==> config.mk <==
export PLATFORM = sky130hd
export DESIGN_NAME = stream_downsize
export DESIGN_NICKNAME = d
export VERILOG_FILES = /design/src/rtl/stream_downsize_pkg.sv /design/src/rtl/stream_downsize.sv
export SDC_FILE = /design/constraint.sdc
export NUM_CORES = 1
export LEC_CHECK = 0
export ABC_AREA = 1
export CORE_ASPECT_RATIO = 1.2
export CORE_UTILIZATION = 41
export DETAILED_ROUTE_END_ITERATION = 16
export PLACE_DENSITY = 0.69
export SLEW_MARGIN = 20
export SYNTH_ARGS = -nofsm -noshare
export SYNTH_HDL_FRONTEND = slang
export SYNTH_SLANG_ARGS = --single-unit
==> constraint.sdc <==
create_clock -name clk_i -period 1.6 [get_ports clk_i]
set_clock_uncertainty 0.2 [all_clocks]
set_input_delay 0.16 -clock clk_i [delete_from_list [all_inputs] [get_ports clk_i]]
set_output_delay 0.16 -clock clk_i [all_outputs]
set_load 0.05 [all_outputs]
==> src/rtl/stream_downsize_pkg.sv <==
// stream_downsize_pkg: shared sizing and length-clamp helpers for the stream down-converter.
package stream_downsize_pkg;

    function automatic int cnt_width(input int ratio);
        return (ratio > 1) ? $clog2(ratio) : 1;
    endfunction

    // A slice count beyond the last physical slice saturates to that last slice.
    function automatic int clamp_len(input int len_m1, input int ratio);
        return (len_m1 > ratio - 1) ? ratio - 1 : len_m1;
    endfunction

endpackage

==> src/rtl/stream_downsize.sv <==
// stream_downsize: valid/ready width down-converter emitting one wide word as
// up to RATIO narrow beats, least-significant slice first, last slice flagged.
module stream_downsize
    import stream_downsize_pkg::*;
#(
    parameter int OUT_WIDTH = 8,
    parameter int RATIO     = 4,
    localparam int IN_WIDTH = OUT_WIDTH * RATIO,
    localparam int CW       = cnt_width(RATIO)
) (
    input  logic                 clk_i,
    input  logic                 rst_i,
    input  logic                 up_valid,
    input  logic [IN_WIDTH-1:0]  up_data,
    input  logic [CW-1:0]        up_len_m1,
    output logic                 up_ready,
    output logic                 down_valid,
    output logic [OUT_WIDTH-1:0] down_data,
    output logic                 down_last,
    input  logic                 down_ready
);

    logic                valid_q, valid_d;
    logic [IN_WIDTH-1:0] data_q, data_d;
    logic [CW-1:0]       len_q, len_d;
    logic [CW-1:0]       cnt_q, cnt_d;
    logic                push, pop;
    logic [CW-1:0]       len_in;

    assign len_in     = CW'(clamp_len(32'(up_len_m1), RATIO));
    assign down_valid = valid_q;
    assign down_data  = data_q[cnt_q*OUT_WIDTH +: OUT_WIDTH];
    assign down_last  = valid_q && (cnt_q == len_q);
    // Accepting while the last beat leaves lets back-to-back words stream without a bubble.
    assign up_ready   = !valid_q || (down_ready && down_last);
    assign push       = up_valid && up_ready;
    assign pop        = down_valid && down_ready;

    always_comb begin
        valid_d = valid_q;
        data_d  = data_q;
        len_d   = len_q;
        cnt_d   = cnt_q;
        if (push) begin
            valid_d = 1'b1;
            data_d  = up_data;
            len_d   = len_in;
            cnt_d   = '0;
        end else if (pop) begin
            valid_d = !down_last;
            cnt_d   = down_last ? '0 : cnt_q + CW'(1);
        end
    end

    always_ff @(posedge clk_i or negedge rst_i) begin
        if (!rst_i) begin
            valid_q <= 1'b0;
            data_q  <= '0;
            len_q   <= '0;
            cnt_q   <= '0;
        end else begin
            valid_q <= valid_d;
            data_q  <= data_d;
            len_q   <= len_d;
            cnt_q   <= cnt_d;
        end
    end

endmodule

[Word-level counts from Yosys, hierarchy flattened]
Cells that the tools add are included.
W data, S select, Z words.
Word-level totals
  bits in registers: 37
  output and inout port bits: 11
  word-level logic and storage cells: 20
  input port bits: 38
Operators by class
  eq/ne operators: 1
  reductions and logical operators: 8
  shift operators: 1
  mux-type cells: 5
  $add $sub $neg: 1
Operators with widths (number)
  $shiftx A32 B6 Y8: 1
  $mux W2: 3
  $logic_and A1 B1 Y1: 4
  $add A2 B1 Y2 const B: 1
  $eq A2 B2 Y1: 1
  $logic_not A1 Y1: 2
  $mux W1: 2
  $reduce_bool A2 Y1: 1
  $logic_or A1 B1 Y1: 1

[Logic depth before layout (Yosys ltp)]
Gate-level depths: netlist of the first run.
  depth in word-level cells: 6
  mapped depth: 10

[Worst setup path before layout of the first run]
Ideal clock, no wire load.
  path kind: reg2reg
  from: reg valid_q, in the netlist down_valid
  to: reg cnt_q[0]
  arrival time: 1789 ps
  cell stages (with the launch flop): 6
  required time: 1283 ps
  buffers on the path: 0
  slack: -507 ps
  library setup time: 117 ps
  cells stage by stage: dfrtp_1 -> nand3_1 -> nor2_1 -> nor3_1 -> nand2_1 -> nand2_1
Between the ends
  word-level cells in the longest chain between the ends: 5
  elaborated cells on any way between the ends: 10
  those cells by class: mux: 3; reduce/logical: 7
Ends and longest elaborated chain
  start, declared: RTL line stream_downsize.sv:23  | logic valid_q, valid_d;
  start signal, assigned: RTL line stream_downsize.sv:62  | valid_q <= valid_d;
  $logic_and A1 B1 Y1 (*): RTL line stream_downsize.sv:33  | assign down_last = valid_q && (cnt_q == len_q);
  net down_last: RTL line stream_downsize.sv:19  | output logic down_last,
  $logic_and A1 B1 Y1: RTL line stream_downsize.sv:35  | assign up_ready = !valid_q || (down_ready && down_last);
  $logic_or A1 B1 Y1: RTL line stream_downsize.sv:35
  $logic_and A1 B1 Y1: RTL line stream_downsize.sv:36  | assign push = up_valid && up_ready;
  $mux W2 or $reduce_bool A2 Y1 (tied branches)
  end signal, assigned: RTL line stream_downsize.sv:65  | cnt_q <= cnt_d;
  end, declared: RTL line stream_downsize.sv:26  | logic [CW-1:0] cnt_q, cnt_d;
The timed path passes the listed nets; every way through them passes the cells marked *. The select of a mux whose other input is x is not followed.
A chain may end at the register's enable or synchronous reset.

[Worst setup path in the final report of the first run]
  from: reg cnt_q[0]
  to: out down_data[3]
Between the ends
  word-level cells in the longest chain between the ends: 1
Ends and longest elaborated chain
  $shiftx A32 B6 Y8: RTL line stream_downsize.sv:32  | assign down_data = data_q[cnt_q*OUT_WIDTH +: OUT_WIDTH];
  end, declared: RTL line stream_downsize.sv:18  | output logic [OUT_WIDTH-1:0] down_data,
Every way passes these cells.

==> results of run 1 <==
-- per-layer routing --
metal | global-route usage | routed length, microns | vias up
met2 | 0.408 | 2720 | 61
li1 | - | - | 867
met4 | 0.104 | 117 | 0
met5 | 0 | 0 | -
met1 | 0.324 | 2230 | 862
met3 | 0.0643 | 266 | 11
-- how the worst max path moves through the flow --
stage,slack (ns),endpoint,depth (start not counted)
floorplan,0.002,down_data[0],4
global placement,-0.04,data_q[26],8
detailed placement,-0.06,data_q[16],8
CTS,-0.15,down_data[4],5
global route,-0.22,down_data[4],5
finish,-0.18,down_data[3],5
-- critical path, cell delays in order (launching register included) --
cell	delay, ns
dfrtp_2	0.46
inv_4	0.12
buf_12	0.14
nor2_1	0.07
o22ai_4	0.16
buf_6	0.18
-- kinds of logic after synthesis --
kind of cell           Yosys count
AO/OA/AOI/OAI                   25
buffers and inverters           21
AND/OR/NAND/NOR                140
flip-flops                      37
XOR/XNOR                         1
-- state kept, by name, indices dropped and copies added, names as in the netlist --
register    count
down_valid      1
data_q         32
cnt_q           2
len_q           2
-- layout by cell type, fill, tap and decap left out, types with 4 or more instances in the layout --
cell type         n
dfrtp_1          34
o22ai_4           8
nand3_1          31
clkdlybuf4s50_1  36
nand2_1          77
buf_4            11
buf_6            12
buf_12            9
nand2_2           4
nor2_2            5
nand3_2           5
inv_1             4
nor2_4            6
o21ai_2          16
nor2_1            8
clkbuf_8          6
-- final cells by class --
type,count,area (sq um)
clock buffers,7,86.3
clock inverters,1,30.0
fillers,258,993
inverters,7,28.8
multi-input cells,168,1040
flip-flops and latches,37,930
well taps,54,67.6
repair buffers,73,856
-- report_power, final --
| group | switching (mW) | leakage [nW] | internal [mW] |
|---|---|---|---|
| Clock | 0.325 | 0.0585 | 0.508 |
| Sequential | 0.385 | 0.456 | 1.38 |
| Combinational | 2.66 | 0.887 | 2.10 |
| Total | 3.37 | 1.40 | 3.99 |
-- stage by stage --
| stage | util | instance area, sq um |
|---|---|---|
| finish | 0.754 | 3040 |
| floorplan | - | 1900 |
| global placement | 0.630 | 2540 |
| detailed placement | 0.630 | 2540 |
| CTS | 0.744 | 3000 |
| global route | 0.754 | 3040 |
-- repair_timing --
action,4_1_cts,5_1_grt
setup buffers,6,0
setup endpoints to repair,46,47
pin swaps,17,2
hold buffers,1,0
hold endpoints to repair,37,0
resized for setup,70,14
cloned,6,0
==> out/qor.yml, run 1 <==
status: "finished, violations left"
violations: "setup timing"
rrSetupSlack_ns: -0.07
slew_headroom: 0.696
synth_fp_nets: 262
arrival_ns: 1.42
max_freq_mhz: 563
cts_tree: "built"
fin_crit_ns: 1.78
syn_to_final_growth_pct: 71.6
hold_viol_final: 0
crit_start: "cnt_q[0]"
core_sq_um: 4040
leakage_nw: 1.40
num_io_pins: 49
setup_slack_ns: -0.176
gp_congestion: 0.787
async_flop_share: 1.00
hold_end: "data_q[1]"
drive_gt1_frac: 0.331
syn_inst: 224
viasPerCell: 5.19
numCtsBuffers: 5
drt_iter0_drc: 81
antenna_found_initial: 0
groute.usage.overall: 0.255
synthesis.area_sq_um: 1770
cp_data_required_time_ns: 1.24
dp_hpwl_mm: 3.07
wl_per_cell_microns: 15.4
finalSetupViolCount: 39
clkSinkCount: 37
synth_mux_area_frac: 0
synth_top_family_by_area: "simple AND/OR/NAND/NOR gates"
ir_drop_mv: 1.20
first_global_vias: 1766
synth_top_area_frac: 0.522
synth.most_common_cell: "nand2_1"
yosysTopAreaCell: "dfrtp_1"
ys_seq_area_frac: 0.522
rsz0062_at_grt: "true"
dr.pass1.iters: 4
holdCritPathClass: "in -> reg"
vias: 1801
start_kind: "flop"
worstMarginPinSlew_ns: 0.455
total_power_mw: 7.36
path_clk_slew_ns: 0.07
cts_max_path_buffers: 2
slew_viol_final: 0
num_antenna_cells: 0
cap_violations: 0
fin_crit_sh: 1.11
layoutNonFillerInstCount: 347
critPathMaxFanout: 8
row_count: 25
nets: 330
overflow: 0
power_density_nw_per_um2: 2420
r2r-end: "data_q[27]"
dp_slack_ns: -0.0617
synth_edf_count: 0
initial_core_util: 0.439
drc: 0
io_buffers: 48
dp_cells: 330
yosys_warnings: 0
timing.hold.ws_ns: 0.217
grt_max_degree: 38
synth_area_per_cell_sq_um: 7.91
postRouteAntennaNets: 0
cts-root-buf: "clkbuf_8"
grt_first_pass_wirelength_mm: 8.48
synth-xor-area-share: 0.00494
end_kind: "output pin"
hold_depth: 3
hp-start: "up_data[1]"
worstSetupPathType: "reg -> out"
fin_setup_tns_ns: -2.47
h-tree-depth: 2
ys_seq_elements: 37
synthFlopType: "dfrtp_1"
synth_compound_area_frac: 0.0762
finalWirelength_mm: 5.34
r2r_cells: 9
die_w_microns: 62.0
die_y_microns: 74.0
synthSimpleGateAreaFrac: 0.332
r2r_start: "cnt_q[0]"
synthTopCellsByCount: "nand2_1 (81), dfrtp_1 (37), nand3_1 (36), nor2_1 (19), o21ai_0 (16)"
synthAdderAreaFrac: 0
clock_latency_ns: 0.28
synth_cell_types: 16
synth.area.top_cells: "dfrtp_1 (52%), nand2_1 (17%), nand3_1 (10%)"
dieArea_sq_um: 4590
Note: power is estimated with default switching activity, not from simulation.
==> run 2: changes to the inputs <==
CAP_MARGIN = 10   (was unset)
==> results of run 2 <==
Final layout, timing and power as in run 1 (identical DEF).
